File: src/rtl/pio_hash_bridge.sv
// PIO-to-hash-core bridge: software loads a 16-word message block over the
// Nios PIO handshake, starts the SHA-1 core, and reads back the 160-bit digest.
// Control inputs are level signals from software. They are synchronized and
// edge-detected, and every action is registered the cycle after detection.
module pio_hash_bridge #(
    parameter int MSG_WORDS   = 16,
    parameter int DIG_WORDS   = 5,
    parameter int SYNC_STAGES = 2
) (
    input  logic                    clk_clk,
    input  logic                    reset_reset,
    input  logic [7:0]              pio_address,
    input  logic [31:0]             pio_write_data,
    input  logic [3:0]              pio_ctrl_in,
    output logic [3:0]              pio_ctrl_out,
    output logic [31:0]             pio_read_data,
    output logic                    core_start,
    output logic [31:0]             core_data,
    output logic                    core_valid,
    input  logic                    core_ready,
    input  logic [32*DIG_WORDS-1:0] core_digest,
    input  logic                    core_digest_valid
);

    localparam int IDXW = (MSG_WORDS > 1) ? $clog2(MSG_WORDS) : 1;
    localparam int DIGW = (DIG_WORDS > 1) ? $clog2(DIG_WORDS) : 1;
    localparam logic [7:0]      MSG_END   = 8'(MSG_WORDS);
    localparam logic [7:0]      DIG_BASE  = 8'h10;
    localparam logic [7:0]      DIG_END   = 8'h10 + 8'(DIG_WORDS);
    localparam logic [7:0]      STAT_ADDR = 8'h20;
    localparam logic [IDXW-1:0] IDX_LAST  = IDXW'(MSG_WORDS - 1);

    typedef enum logic [1:0] {
        ST_IDLE = 2'd0,
        ST_SEND = 2'd1,
        ST_WAIT = 2'd2
    } state_t;

    logic [3:0]      sync_q [SYNC_STAGES];
    logic [3:0]      sync_d [SYNC_STAGES];
    logic [3:0]      prev_q, prev_d;
    state_t          state_q, state_d;
    logic [IDXW-1:0] idx_q, idx_d;
    logic [31:0]     msg_q [MSG_WORDS];
    logic [31:0]     msg_d [MSG_WORDS];
    logic [31:0]     dig_q [DIG_WORDS];
    logic [31:0]     dig_d [DIG_WORDS];
    logic            ack_q, ack_d;
    logic            busy_q, busy_d;
    logic            done_q, done_d;
    logic            err_q, err_d;
    logic [31:0]     rdata_q, rdata_d;
    logic            core_start_q, core_start_d;
    logic            core_valid_q, core_valid_d;
    logic [31:0]     core_data_q, core_data_d;

    logic [3:0]      sync_s;
    logic [3:0]      rise_s;
    logic            wr_ev_s, rd_ev_s, st_ev_s, clr_ev_s;
    logic            msg_hit_s, abort_s, err_set_s;
    logic [IDXW-1:0] widx_s;
    logic [DIGW-1:0] didx_s;
    logic [31:0]     rd_sel_s;

    // Rising-edge events: synchronized level high while its previous value was low.
    assign sync_s    = sync_q[SYNC_STAGES-1];
    assign rise_s    = sync_s & ~prev_q;
    assign wr_ev_s   = rise_s[0];
    assign rd_ev_s   = rise_s[1];
    assign st_ev_s   = rise_s[2];
    assign clr_ev_s  = rise_s[3];
    assign msg_hit_s = (pio_address < MSG_END);
    assign widx_s    = pio_address[IDXW-1:0];
    assign didx_s    = pio_address[DIGW-1:0] - DIG_BASE[DIGW-1:0];
    assign abort_s   = clr_ev_s & busy_q;
    assign err_set_s = (wr_ev_s & msg_hit_s & busy_q) | (wr_ev_s & rd_ev_s) | (st_ev_s & busy_q);

    // Synchronizer chain and previous-value flop for the software control levels.
    always_comb begin
        sync_d[0] = pio_ctrl_in;
        for (int i = 1; i < SYNC_STAGES; i++) begin
            sync_d[i] = sync_q[i-1];
        end
        prev_d = sync_s;
    end

    // Register read mux: message words, digest words, status, zero elsewhere.
    always_comb begin
        rd_sel_s = 32'h0000_0000;
        if (msg_hit_s) begin
            rd_sel_s = msg_q[widx_s];
        end else if ((pio_address >= DIG_BASE) && (pio_address < DIG_END)) begin
            rd_sel_s = dig_q[didx_s];
        end else if (pio_address == STAT_ADDR) begin
            rd_sel_s = {29'h0, err_q, done_q, busy_q};
        end else begin
            rd_sel_s = 32'h0000_0000;
        end
    end

    // Next-state logic: PIO handshake, sticky flags and the block-streaming FSM.
    always_comb begin
        msg_d        = msg_q;
        dig_d        = dig_q;
        state_d      = state_q;
        idx_d        = idx_q;
        ack_d        = ack_q;
        busy_d       = busy_q;
        done_d       = clr_ev_s ? 1'b0 : done_q;
        err_d        = clr_ev_s ? 1'b0 : (err_q | err_set_s);
        rdata_d      = rdata_q;
        core_start_d = 1'b0;
        core_valid_d = core_valid_q;
        core_data_d  = core_data_q;

        // A simultaneous RD is dropped in favour of the WR (and flagged via err_set_s).
        if (wr_ev_s) begin
            ack_d = 1'b1;
            if (msg_hit_s && !busy_q) begin
                msg_d[widx_s] = pio_write_data;
            end else begin
                msg_d[widx_s] = msg_q[widx_s];
            end
        end else if (rd_ev_s) begin
            ack_d   = 1'b1;
            rdata_d = rd_sel_s;
        end else if (!sync_s[0] && !sync_s[1]) begin
            ack_d = 1'b0;
        end else begin
            ack_d = ack_q;
        end

        if (abort_s) begin
            state_d      = ST_IDLE;
            idx_d        = '0;
            busy_d       = 1'b0;
            core_valid_d = 1'b0;
        end else begin
            case (state_q)
                ST_IDLE: begin
                    if (st_ev_s) begin
                        state_d      = ST_SEND;
                        idx_d        = '0;
                        busy_d       = 1'b1;
                        done_d       = 1'b0;
                        core_start_d = 1'b1;
                        core_valid_d = 1'b1;
                        core_data_d  = msg_d[0];
                    end else begin
                        state_d = ST_IDLE;
                    end
                end
                ST_SEND: begin
                    if (core_valid_q && core_ready) begin
                        if (idx_q == IDX_LAST) begin
                            core_valid_d = 1'b0;
                            state_d      = ST_WAIT;
                        end else begin
                            idx_d       = idx_q + IDXW'(1);
                            core_data_d = msg_q[idx_q + IDXW'(1)];
                        end
                    end else begin
                        state_d = ST_SEND;
                    end
                end
                ST_WAIT: begin
                    if (core_digest_valid) begin
                        for (int i = 0; i < DIG_WORDS; i++) begin
                            dig_d[i] = core_digest[32*(DIG_WORDS-1-i) +: 32];
                        end
                        busy_d  = 1'b0;
                        done_d  = 1'b1;
                        state_d = ST_IDLE;
                    end else begin
                        state_d = ST_WAIT;
                    end
                end
                default: begin
                    state_d      = ST_IDLE;
                    busy_d       = 1'b0;
                    core_valid_d = 1'b0;
                end
            endcase
        end
    end

    // State registers; reset discards everything, including an in-flight block.
    always_ff @(posedge clk_clk or posedge reset_reset) begin
        if (reset_reset) begin
            for (int i = 0; i < SYNC_STAGES; i++) begin
                sync_q[i] <= 4'h0;
            end
            for (int i = 0; i < MSG_WORDS; i++) begin
                msg_q[i] <= 32'h0000_0000;
            end
            for (int i = 0; i < DIG_WORDS; i++) begin
                dig_q[i] <= 32'h0000_0000;
            end
            prev_q       <= 4'h0;
            state_q      <= ST_IDLE;
            idx_q        <= '0;
            ack_q        <= 1'b0;
            busy_q       <= 1'b0;
            done_q       <= 1'b0;
            err_q        <= 1'b0;
            rdata_q      <= 32'h0000_0000;
            core_start_q <= 1'b0;
            core_valid_q <= 1'b0;
            core_data_q  <= 32'h0000_0000;
        end else begin
            sync_q       <= sync_d;
            msg_q        <= msg_d;
            dig_q        <= dig_d;
            prev_q       <= prev_d;
            state_q      <= state_d;
            idx_q        <= idx_d;
            ack_q        <= ack_d;
            busy_q       <= busy_d;
            done_q       <= done_d;
            err_q        <= err_d;
            rdata_q      <= rdata_d;
            core_start_q <= core_start_d;
            core_valid_q <= core_valid_d;
            core_data_q  <= core_data_d;
        end
    end

    assign pio_ctrl_out  = {err_q, done_q, busy_q, ack_q};
    assign pio_read_data = rdata_q;
    assign core_start    = core_start_q;
    assign core_valid    = core_valid_q;
    assign core_data     = core_data_q;

endmodule
File: config.mk
export PLATFORM = sky130hd
export DESIGN_NAME = pio_hash_bridge
export DESIGN_NICKNAME = d
export VERILOG_FILES = /design/src/rtl/pio_hash_bridge.sv
export SDC_FILE = /design/constraint.sdc
export NUM_CORES = 2
export LEC_CHECK = 0
export BUFFER_PORTS_ARGS = -buffer_cell sky130_fd_sc_hd__buf_2
export CORE_MARGIN = 4
export CORE_UTILIZATION = 62
export CTS_CLUSTER_SIZE = 14
export DETAILED_ROUTE_END_ITERATION = 7
export GPL_TIMING_DRIVEN = 0
export PLACE_DENSITY = 0.82
export SLEW_MARGIN = 40
export SYNTH_ARGS = -nofsm -noshare
export SYNTH_HDL_FRONTEND = slang
export SYNTH_SLANG_ARGS = --single-unit
File: constraint.sdc
create_clock -name clk_clk -period 40 [get_ports clk_clk]
set_input_delay 6 -clock clk_clk [delete_from_list [all_inputs] [get_ports clk_clk]]
set_output_delay 6 -clock clk_clk [all_outputs]
set_load 0.01 [all_outputs]
After elaboration in Yosys (flattened, before gate mapping)
Cells that the tools add are included.
{"block": "totals", "reg_bits": 760, "input_bits": 208, "output_inout_bits": 70}
{"block": "classes", "add_sub_neg": 1, "n_lt_le_gt_ge": 7, "n_eq_ne": 15, "mux": 53, "n_bitwise": 15, "reduce_logical": 18}
{"cell": "$bwmux 512", "count": 2}
{"cell": "$mux 512", "count": 2}
{"cell": "$mux 32", "count": 12}
{"cell": "$bmux 32 s4", "count": 2}
{"cell": "$demux 32 s4", "count": 1}
{"cell": "$bmux 32 s3", "count": 1}
{"cell": "$pmux 32 s2", "count": 1}
{"cell": "$mux 1", "count": 18}
{"cell": "$lt 8x5->1 const B", "count": 2}
{"cell": "$mux 4", "count": 4}
{"cell": "$ne 3x3->1 const B", "count": 5}
{"cell": "$ge 5x5->1 const B", "count": 2}
{"cell": "$ne 2x2->1 const B", "count": 5}
{"cell": "$not 4->5", "count": 2}
{"cell": "$eq 8x6->1 const B", "count": 1}
{"cell": "$ge 8x5->1 const B", "count": 1}
{"cell": "$mux 2", "count": 4}
{"cell": "$pmux 4 s2", "count": 1}
{"cell": "$reduce_and 4->1", "count": 2}
{"cell": "$pmux 1 s3", "count": 2}
{"cell": "$pmux 2 s3", "count": 1}
{"cell": "$reduce_and 3->1", "count": 2}
{"cell": "$reduce_bool 3->1", "count": 2}
{"cell": "$and 1x1->1", "count": 5}
{"cell": "20 further kinds", "count": 29}

Logic depth before layout (Yosys ltp)
{"block": "logic_depth", "word_depth": 10, "depth_mapped": 13, "mapped_depth_nobuf": 6}

Worst setup path after synthesis
Ideal clock, no wire load.
{"block": "synth_path", "kind": "input to register", "startpoint": "input port pio_address[1]", "endpoint": "register with a tool-made name", "setup_ps": 125, "arrival_ps": 7987, "path_slack_ps": 31889, "stages": 9, "n_path_buf": 4, "cell_sequence": "buf_6 > buf_12 > buf_2 > mux4_2 > a2bb2oi_1 > a32oi_1 > a21oi_2 > buf_2 > mux2_2"}
{"element": "start: declaration", "line_no": "12", "text": "input logic [7:0] pio_address,"}

==> impl_metrics.tcl <==
set metrics [dict create \
    drtIter0Drc 4594 \
    syn_area_sq_um 39300 \
    start_util 0.631 \
    grt_max_degree 86 \
    clock-sinks 760 \
    cts_hold_buf 0 \
    power.share.switching 0.356 \
    crit_buf_inv 5 \
    cts_setup_buffers 0 \
    hpwl_mm 103 \
    slowest_stage "a32oi_1" \
    cpPeakStageDelay_ns 0.82 \
    syn_nets 3274 \
    path_cells "buf_2 > buf_4 > and2_0 > buf_2 > clkbuf_1 > nand2_1 > a32oi_1 > a21oi_2 > buf_4 > mux2_2" \
    drv_slew 0 \
    switchingPower_w 0.000936 \
    slew_headroom 0.303 \
    start_kind "primary input" \
    globalRouteTotalUtil 0.438 \
    seq_area_sq_um 19000 \
    cts_buffers 81 \
    cts_max_level 3 \
    vias_per_cell 7.20 \
    die_area_sq_um 67400 \
    peakVddDrop_uv 40.7 \
    setup_viol 0 \
    seq_power_share 0.384 \
    outcome "completed" \
    rsz0062_at_grt "false" \
    yosysWarnings 0 \
    grt_pass1_wl_mm 214 \
    drive_gt1_frac 0.414 \
    period_share 0.227 \
    clkTransAtPathRegs_ns 0.06 \
    die_y_microns 260 \
    p_clk_frac 0.292 \
    fillers 4259 \
    drcViolationCount 0 \
    p_int_w 0.00169 \
    criticalPathCategory "in -> reg" \
    fmax_mhz 110 \
    cts_tree "yes" \
    die_width_microns 260 \
    core-area_sq_um 62200 \
    areaGrowthSynthToFinish_pct 14.2 \
    pin_count 278 \
    synthCells 3065 \
    antenna_found_initial 13 \
    setup-tns-final_ns 0 \
    crit_path_max_fanout 10 \
    clkLatencyLatePin_ns 0.67 \
    final_area_sq_um 44800 \
    num_vias 31300 \
    seq_area_frac_synth 0.484 \
    powerDensity_nw_per_um2 58.6 \
    multiInputGateArea_sq_um 18500 \
    synth_async_sr_flop_share 1.00 \
    cts-root-buf "clkbuf_16" \
    min_period_ns 9.07 \
    hold_class "reg -> reg" \
    hold_viol_final 0 \
    nets 3647 \
    yosysUniqueCellTypes 61 \
    pwr-share-comb 0.324 \
    post_drt_wl_per_cell_microns 34.1 \
    synth-seq-cells 760 \
    synth_edf_count 0 \
    finClkSkew_ns 0.0285 \
    grt_pass1_vias 32800 \
    cp.required_ns 40.53 \
    routed_wl_mm 148 \
    crit_path_end_kind "flip-flop" \
    ctsResizeCount 0 \
    avgSynthCellArea_sq_um 12.8 \
    placed_cell_area_sq_um 42100 \
    clock_path_buffers 3 \
    critPathArrivalTime_ns 9.60 \
    firstDrtPassIters 7 \
    critPathTopFamily "buffers and inverters" \
    gp_congestion 0.993 \
    antenna_left 0 \
    tightest_slew_ns 1.05 \
    max_cap_viol_count 0 \
    overflow 0 \
    ys.flop_type "dfrtp_1" \
    rows 91 \
    portBuffers 274 \
    leakage_nw 21.4 \
]
==> worst register-to-register path, stage by stage (launching register included) <==
cell,delay (ns)
dfrtp_1,0.40
ha_1,0.30
xnor2_2,0.65
buf_2,0.48
buf_2,0.51
buf_1,0.57
nor2_1,0.16
nor2_1,0.19
o22ai_1,0.12
a221oi_1,0.34
==> placed cells by master (no fill, tap or decap), types with 54 or more instances in the layout <==
cell type / instances
a21oi_1: 83
a221oi_2: 58
buf_2: 354
clkbuf_1: 94
clkbuf_16: 82
clkbuf_2: 66
dfrtp_1: 760
inv_1: 54
mux2_2: 552
mux2i_1: 209
mux4_2: 180
nand2_1: 176
nor2_1: 194
o21ai_0: 157
==> Yosys cell counts (24+ instances only) <==
| master | n | share of area |
|---|---|---|
| a211oi_1 | 25 | 0.0048 |
| a21oi_1 | 83 | 0.011 |
| a221oi_2 | 58 | 0.022 |
| a222oi_1 | 31 | 0.0079 |
| a2bb2oi_1 | 32 | 0.0071 |
| a32oi_1 | 24 | 0.0054 |
| and3_1 | 38 | 0.0061 |
| buf_2 | 72 | 0.0092 |
| buf_4 | 33 | 0.0063 |
| clkbuf_1 | 139 | 0.013 |
| dfrtp_1 | 760 | 0.48 |
| inv_1 | 55 | 0.0053 |
| mux2_2 | 552 | 0.16 |
| mux2i_1 | 209 | 0.053 |
| mux4_2 | 180 | 0.10 |
| nand2_1 | 176 | 0.017 |
| nand3_1 | 27 | 0.0034 |
| nor2_1 | 196 | 0.019 |
| o21ai_0 | 157 | 0.020 |
| o22ai_1 | 33 | 0.0053 |
==> cell type report <==
cell class              count  area share
clock buffers             120      0.0527
multi-input cells        1964       0.414
plain buffers             286      0.0357
flip-flops and latches    760       0.424
well taps                 837      0.0234
clock inverters            26     0.00698
diodes                      9    0.000502
repair buffers            290      0.0381
inverters                  55     0.00477
==> routing by layer <==
layer / GRT usage / wire (microns)
met5: 0 / 76
met4: 0.306 / 12700
met3: 0.184 / 20700
met2: 0.655 / 65600
met1: 0.514 / 49000
==> path summary, 6_finish.rpt <==
| path | from | endpoint | depth (start not counted) | slack (ns) |
|---|---|---|---|---|
| max | pio_address[3] | flip-flop | 10 | 30.93 |
| min | sync_d[2]$_DFF_PP0_ | prev_d[2]$_DFF_PP0_ | 0 | 0.35 |
| max reg2reg | idx_q[1]$_DFFE_PP0P_ | core_data[28]$_DFFE_PP0P_ | 9 | 36.18 |
| min reg2reg | sync_d[2]$_DFF_PP0_ | prev_d[2]$_DFF_PP0_ | 0 | 0.35 |
| max in group asynchronous | reset_reset | msg_q[492]$_DFF_PP0_ | 6 | 32.59 |
| min in group asynchronous | reset_reset | ack_q$_DFFE_PP0P_ | 2 | 5.38 |
==> stage by stage <==
step | hold WS [ns] | power, W | utilization | setup WS [ns] | std cells
final | 0.348 | 0.00263 | 0.721 | 30.93 | 4347
after global placement | 0.334 | 0.00179 | 0.670 | 6.09 | 4176
after detailed placement | 0.336 | 0.00183 | 0.677 | 30.33 | 4187
after global routing | 0.357 | 0.00269 | 0.721 | 30.97 | 4340
after floorplan | 0.331 | 0.00152 | - | 12.67 | 3065
after CTS | 0.350 | 0.00258 | 0.720 | 30.96 | 4333
==> cells by family after synthesis <==
kind of cell,synth area share
compound gates,0.0988
flops,0.484
mux,0.315
fa+ha+maj,0.000319
simple gates,0.0571
xor+xnor,0.000669
buf+inv,0.0437
==> power by group through the flow <==
stage                     Clock (W)  Sequential (W)  Combinational (W)
after floorplan                   0        0.000984           0.000537
after global placement            0         0.00100           0.000785
after detailed placement          0         0.00101           0.000814
after CTS                  0.000763         0.00100           0.000820
after global routing       0.000797         0.00102           0.000880
final                      0.000767         0.00101           0.000852
Power figures use the tool's default switching activity.
